## config.mk

```make
export PLATFORM = sky130hd
export DESIGN_NAME = tone_synth
export DESIGN_NICKNAME = d
export VERILOG_FILES = /design/src/rtl/tone_synth.sv
export SDC_FILE = /design/constraint.sdc
export NUM_CORES = 1
export LEC_CHECK = 0
export ABC_AREA = 1
export BUFFER_PORTS_ARGS = -buffer_cell sky130_fd_sc_hd__buf_2
export CORE_ASPECT_RATIO = 0.75
export CORE_MARGIN = 3
export CORE_UTILIZATION = 30
export DETAILED_ROUTE_END_ITERATION = 6
export MAX_ROUTING_LAYER = met4
export PLACE_DENSITY = 0.44
export SLEW_MARGIN = 10
export SYNTH_ARGS = -nofsm -noshare
export SYNTH_HDL_FRONTEND = slang
export SYNTH_SLANG_ARGS = --single-unit
```

## constraint.sdc

```tcl
create_clock -name clk -period 3 [get_ports clk]
set_input_delay 0.6 -clock clk [delete_from_list [all_inputs] [get_ports clk]]
set_output_delay 0.6 -clock clk [all_outputs]
set_load 0.005 [all_outputs]
```

## src/rtl/tone_synth.sv

```systemverilog
// tone_synth: multi-channel square-wave tone generator with a shared buzzer mixer.
// Each channel turns a semitone index into a half-period taken from a constant
// equal-temperament ROM and toggles its tone output every half-period. Retunes
// take effect only on waveform edges, so the output never shows a short pulse.
// An optional hold timer silences a channel that has not been re-strobed for
// HOLD_CLKS clocks.
module tone_synth #(
  parameter int unsigned CLK_HZ    = 50_000_000,
  parameter int unsigned CHANNELS  = 4,
  parameter int unsigned CNT_W     = 20,
  parameter int unsigned HOLD_CLKS = 0,
  parameter int unsigned MIX_MODE  = 0,
  parameter int unsigned SLOT_CLKS = 1000
) (
  input  logic                  clk,
  input  logic                  rst_n,
  input  logic [8*CHANNELS-1:0] note_in,
  input  logic [CHANNELS-1:0]   note_vld,
  output logic [CHANNELS-1:0]   tone,
  output logic [CHANNELS-1:0]   active,
  output logic                  beep
);

  localparam int unsigned SLOT_W = (SLOT_CLKS > 1) ? $clog2(SLOT_CLKS) : 1;
  localparam int unsigned CH_W   = (CHANNELS > 1) ? $clog2(CHANNELS) : 1;

  // Integer note frequencies in Hz, index 1 = C#3 up to 59 = B7.
  function automatic int unsigned note_hz(input int unsigned idx);
    case (idx)
      1:  return 138;  2:  return 146;  3:  return 155;  4:  return 164;
      5:  return 174;  6:  return 184;  7:  return 195;  8:  return 207;
      9:  return 220;  10: return 233;  11: return 246;  12: return 261;
      13: return 277;  14: return 293;  15: return 311;  16: return 329;
      17: return 349;  18: return 369;  19: return 391;  20: return 415;
      21: return 440;  22: return 466;  23: return 493;  24: return 523;
      25: return 554;  26: return 587;  27: return 622;  28: return 659;
      29: return 698;  30: return 739;  31: return 783;  32: return 830;
      33: return 880;  34: return 932;  35: return 987;  36: return 1046;
      37: return 1108; 38: return 1174; 39: return 1244; 40: return 1318;
      41: return 1396; 42: return 1479; 43: return 1567; 44: return 1661;
      45: return 1760; 46: return 1864; 47: return 1975; 48: return 2093;
      49: return 2217; 50: return 2349; 51: return 2489; 52: return 2637;
      53: return 2793; 54: return 2959; 55: return 3135; 56: return 3322;
      57: return 3520; 58: return 3729; 59: return 3951;
      default: return 0;
    endcase
  endfunction

  // Half-period in clocks; silent indices map to 0 and are never used.
  function automatic int unsigned half_period(input int unsigned clk_hz,
                                              input int unsigned idx);
    int unsigned f;
    f = note_hz(idx);
    return (f == 0) ? 0 : clk_hz / (2 * f);
  endfunction

  // A note index is sounding only inside 1..59.
  function automatic logic is_note(input logic [7:0] n);
    return (n != 8'd0) && (n <= 8'd59);
  endfunction

  // NOTE: the ROM is pure constants resolved at elaboration, so it has no
  // reset and no write port; only the per-channel state registers are reset.
  logic [CNT_W-1:0] hp_rom [64];

  for (genvar g = 0; g < 64; g++) begin : g_rom
    localparam int unsigned HP_G = half_period(CLK_HZ, g);
    assign hp_rom[g] = CNT_W'(HP_G);
  end

  for (genvar i = 0; i < CHANNELS; i++) begin : g_ch
    logic [7:0]       cur_q,      cur_d;
    logic [7:0]       pend_q,     pend_d;
    logic             pend_f_q,   pend_f_d;
    logic [CNT_W-1:0] cnt_q,      cnt_d;
    logic             tone_q,     tone_d;
    logic [31:0]      hold_cnt_q, hold_cnt_d;

    logic [7:0]       note_w;
    logic             vld_w;
    logic             cur_ok;
    logic             expire;
    logic [CNT_W-1:0] hp_w;

    assign note_w = note_in[8*i +: 8];
    assign vld_w  = note_vld[i];
    assign cur_ok = is_note(cur_q);
    assign hp_w   = hp_rom[cur_q[5:0]];
    assign expire = cur_ok && (cnt_q >= hp_w);

    // Next-state for one voice: period counter, edge-aligned retune, hold timeout.
    always_comb begin
      // NOTE: every signal gets its hold value first so no path through the
      // branches below leaves one unassigned, which would infer a latch.
      cur_d      = cur_q;
      pend_d     = pend_q;
      pend_f_d   = pend_f_q;
      cnt_d      = cnt_q;
      tone_d     = tone_q;
      hold_cnt_d = hold_cnt_q;

      if (!cur_ok) begin
        // Silent: park the counter and load a new note straight into cur.
        tone_d   = 1'b0;
        cnt_d    = CNT_W'(1);
        pend_f_d = 1'b0;
        if (vld_w) cur_d = note_w;
      end else if (expire) begin
        // Waveform edge: the only place the sounding note may change.
        cnt_d    = CNT_W'(1);
        pend_f_d = 1'b0;
        if (vld_w) begin
          cur_d  = note_w;
          tone_d = is_note(note_w) ? ~tone_q : 1'b0;
        end else if (pend_f_q) begin
          cur_d  = pend_q;
          tone_d = is_note(pend_q) ? ~tone_q : 1'b0;
        end else begin
          tone_d = ~tone_q;
        end
      end else begin
        // Mid half-period: count, and park any update until the next edge.
        cnt_d = cnt_q + 1'b1;
        if (vld_w) begin
          pend_d   = note_w;
          pend_f_d = 1'b1;
        end
      end

      if (vld_w) begin
        hold_cnt_d = '0;
      end else if (HOLD_CLKS != 0 && cur_ok) begin
        if (hold_cnt_q == 32'(HOLD_CLKS - 1)) begin
          // Auto-release: a strobe in this same cycle takes the branch above.
          cur_d      = 8'd0;
          tone_d     = 1'b0;
          cnt_d      = CNT_W'(1);
          pend_f_d   = 1'b0;
          hold_cnt_d = '0;
        end else begin
          hold_cnt_d = hold_cnt_q + 32'd1;
        end
      end
    end

    // Voice state registers.
    always_ff @(posedge clk or negedge rst_n) begin
      if (!rst_n) begin
        cur_q      <= 8'd0;
        pend_q     <= 8'd0;
        pend_f_q   <= 1'b0;
        cnt_q      <= CNT_W'(1);
        tone_q     <= 1'b0;
        hold_cnt_q <= '0;
      end else begin
        // NOTE: non-blocking assignments let every register sample the
        // pre-edge state, so ordering inside this block does not matter.
        cur_q      <= cur_d;
        pend_q     <= pend_d;
        pend_f_q   <= pend_f_d;
        cnt_q      <= cnt_d;
        tone_q     <= tone_d;
        hold_cnt_q <= hold_cnt_d;
      end
    end

    assign tone[i]   = tone_q;
    assign active[i] = cur_ok;
  end

  logic [SLOT_W-1:0] slot_cnt_q, slot_cnt_d;
  logic [CH_W-1:0]   slot_q,     slot_d;
  logic              beep_q,     beep_d;

  // Mixer next-state: OR of all voices, or one voice per time slot.
  always_comb begin
    slot_cnt_d = slot_cnt_q;
    slot_d     = slot_q;
    beep_d     = |tone;
    if (MIX_MODE == 1) begin
      beep_d = tone[slot_q];
      if (slot_cnt_q == SLOT_W'(SLOT_CLKS - 1)) begin
        slot_cnt_d = '0;
        slot_d     = (slot_q == CH_W'(CHANNELS - 1)) ? '0 : slot_q + 1'b1;
      end else begin
        slot_cnt_d = slot_cnt_q + 1'b1;
      end
    end
  end

  // Mixer registers; beep therefore lags the voice outputs by one clock.
  always_ff @(posedge clk or negedge rst_n) begin
    if (!rst_n) begin
      slot_cnt_q <= '0;
      slot_q     <= '0;
      beep_q     <= 1'b0;
    end else begin
      slot_cnt_q <= slot_cnt_d;
      slot_q     <= slot_d;
      beep_q     <= beep_d;
    end
  end

  assign beep = beep_q;

endmodule

```

==> impl_metrics.py <==
metrics = {
    "sta": {
        "fin_skew_ns": 0.0175,
        "hold_viol": 0,
        "rsz0062_at_grt": "yes",
        "slew_headroom_pct": 53.4,
        "worst_pin_slew_ns": 0.699,
        "finalCritPeriodShare_pct": 102,
        "fmax_ghz": 0.326,
        "slew_viol_final": 0,
        "period_minus_slack_ns": 3.07,
        "setup_slack_ns": -0.0655,
        "finalSetupViolCount": 30,
    },
    "drt": {
        "via_per_inst": 5.20,
        "drt_iter0_markers": 1380,
        "wirelength_um": 61400,
        "route.detailed.drc": 0,
        "dr.pass1.iters": 7,
        "vias": 17400,
        "drtAntennaViolNets": 0,
        "drt-wirelength-per-cell_um": 18.3,
    },
    "status": {
        "failed_checks": "setup timing",
        "outcome": "finished, violations left",
    },
    "synth": {
        "synth_edf_count": 0,
        "yosysSeqAreaShare_pct": 25.7,
        "yosys.cell_types.count": 60,
        "ys_ff_latch": 153,
        "synthCells": 2300,
        "yosysWarnings": 0,
        "syn_avg_cell_area_um2": 6.49,
        "synth_area_um2": 14900,
        "async_flop_share_pct": 100,
        "synthFlopType": "dfrtp_1",
    },
    "worst_setup_path": {
        "worstPathRequired_ns": 3.34,
        "cpMostUsedCell": "nand2_2",
        "critPathLaunchType": "flip-flop",
        "cp_data_arrival_time_ns": 3.40,
        "critical-path-top-delay-family": "simple AND/OR/NAND/NOR gates",
        "end_kind": "flip-flop",
        "crit_type": "reg2reg",
        "path_max_fanout": 8,
        "slowest_delay_ns": 0.44,
        "slowest_stage": "dfrtp_2",
        "path_cells": "inv_4 -> buf_6 -> ha_4 -> buf_6 -> nand2_2 -> nand2_2 -> nor2_4 -> nand2_1 -> o211ai_1 -> o21ai_1 -> a21oi_2 -> ha_1 -> nand2_2 -> nor2_2 -> nand4_1 -> nor3_4 -> nand2_4 -> nand2_8 -> buf_12 -> nand2_8 -> nand2_2 -> nand2_2",
        "crit_buf_inv": 4,
    },
    "floorplanning": {
        "core_um2": 49000,
        "rows": 70,
        "fp.dieW_um": 264,
        "ios": 47,
        "dieHeight_um": 199,
        "fp.dieArea_um2": 52500,
        "start_util_pct": 30.5,
    },
    "placed_design": {
        "port_buffers": 46,
        "gp_congestion": 0.983,
        "dp_hpwl_um": 46800,
        "dpl.cell_count": 3271,
    },
    "pwr": {
        "p_leak_nw": 10.5,
        "ir_worst_vdd_uv": 595,
        "fin_total_pwr_w": 0.0265,
        "power-per-cell-area_nw_per_um2": 1220,
    },
    "cts": {
        "htreeDepth": 4,
        "cts-root-buf": "clkbuf_16",
        "clock_path_buffers": 2,
        "clk_latency_ns": 0.46,
        "cts_buffers": 17,
        "clk_pin_slew_ns": 0.08,
        "cts.sinks": 153,
        "tritoncts": "built",
    },
    "layout": {
        "antenna_cells": 0,
        "layout-drive-gt1-share_pct": 35.5,
        "area_delta_synth_final_pct": 46.0,
        "nets": 2844,
        "regArea_um2": 3840,
        "multiInputGateArea_um2": 11600,
        "final_cells": 3350,
        "nFillCells": 5041,
    },
    "grt": {
        "overflow": 0,
        "antenna_found_initial": 0,
        "grt_pass1_vias": 16600,
        "grt_max_degree": 58,
        "grt_pass1_wl_um": 93600,
        "grtUsageTotal_pct": 23.1,
    },
    "run": {
        "maxCapViolCount": 0,
    },
    "hold_path": {
        "hold_path_class": "in2async",
    },
}
## state kept, by name, summed over array words and instances (netlist names)
register and count:
g_ch.tone_q 4, beep 1, g_ch.pend_q 32, g_ch.cnt_q 80
g_ch.pend_f_q 4, g_ch.cur_q 32
## timing repair
item | in CTS | in global routing
hold buffers | 0 | 0
resized for setup | 138 | 486
pin swaps | 35 | 208
endpoints found under the setup margin | 147 | 148
gates cloned | 1 | 8
buffers inserted | 7 | 40
## where the power goes
| group | leakage (nW) | switching, W | internal (W) | total (W) |
|---|---|---|---|---|
| Combinational | 8.22 | 0.0122 | 0.00912 | 0.0213 |
| Clock | 0.258 | 0.000966 | 0.00109 | 0.00206 |
| Sequential | 2.00 | 0.000585 | 0.00258 | 0.00317 |
## path summary, 6_finish.rpt
check	start	end	slack (ns)	cells past startpoint
setup / recovery	g_ch[3].cur_q[0]	g_ch[3].cur_q[4]	-0.07	22
hold / removal	rst_n	g_ch[1].cur_q[0]	0.08	1
setup reg to reg	g_ch[3].cur_q[0]	g_ch[3].cur_q[4]	-0.07	22
hold reg to reg	g_ch[2].pend_q[6]	g_ch[2].pend_q[6]	0.47	2
max in group asynchronous	rst_n	g_ch[2].cnt_q[0]	2.07	2
min in group clk	note_in[9]	g_ch[1].pend_q[1]	0.41	3
## metrics by stage
| stage | hold slack [ns] | area (um2) | setup TNS (ns) | utilization [%] | worst slack [ns] |
|---|---|---|---|---|---|
| global placement | 0.449 | 18500 | -31.07 | 37.8 | -0.465 |
| finish | 0.0798 | 21800 | -0.650 | 44.5 | -0.0655 |
| CTS | 0.0874 | 19600 | -0.345 | 40.0 | -0.0338 |
| detailed placement | 0.450 | 18500 | -27.86 | 37.8 | -0.410 |
| floorplan | 0.304 | 15000 | -0.000701 | - | -0.000701 |
| global route | 0.0993 | 21800 | -17.82 | 44.5 | -0.270 |
## kinds of logic after synthesis
group	count (synthesis)	share of synthesized area (%)
buffers and inverters	357	10.1
DFF	153	25.7
xor gates and xnor gates	43	2.52
adders and majority gates	116	9.72
other	1	0.0251
and+or+nand+nor	1231	35.7
AOI/OAI and AO/OA	399	16.2
## cell usage after synthesis (all sizes together) (30+ instances only)
| master | count | area (um2) |
|---|---|---|
| xor2 | 30 | 263 |
| nor3 | 30 | 150 |
| nand4 | 74 | 463 |
| nor2 | 275 | 1150 |
| nand3 | 159 | 818 |
| a21oi | 85 | 429 |
| ha | 116 | 1450 |
| nand2 | 671 | 2590 |
| buf | 50 | 349 |
| o21ai | 150 | 766 |
| inv | 260 | 976 |
| dfrtp | 149 | 3730 |
| clkbuf | 45 | 169 |
## cells in the final DEF, fill, tap and decap left out, types with 13 or more instances in the layout
master	n
a21oi_1	62
a21oi_2	19
a31oi_1	24
buf_12	24
buf_2	46
buf_4	341
buf_6	39
clkbuf_16	24
dfrtp_1	144
ha_1	78
ha_4	32
inv_1	212
inv_2	37
nand2_1	529
nand2_2	110
nand2_4	25
nand3_1	121
nand3_2	32
nand4_1	74
nor2_1	188
nor2_2	44
nor2_4	40
nor3_1	24
o211ai_1	25
o21ai_0	89
o21ai_1	39
o21ai_2	22
o22ai_1	19
xnor2_1	13
xor2_1	30
## layer usage
layer | track usage [%] | up-vias | wire, um
met1 | 32.7 | 8255 | 29800
met5 | - | - | 0
met4 | 5.00 | 0 | 975
met2 | 34.0 | 613 | 26400
li1 | - | 8468 | -
met3 | 4.37 | 84 | 4240
## cell type report
cell class | count | area share, %
Timing Repair Buffer | 463 | 18.2
Inverter | 262 | 4.66
Sequential cell | 153 | 17.6
Multi-Input combinational cell | 1793 | 53.3
Tap cell | 648 | 3.72
Clock inverter | 11 | 0.339
Clock buffer | 20 | 2.10
Note: power is estimated with default switching activity, not from simulation.
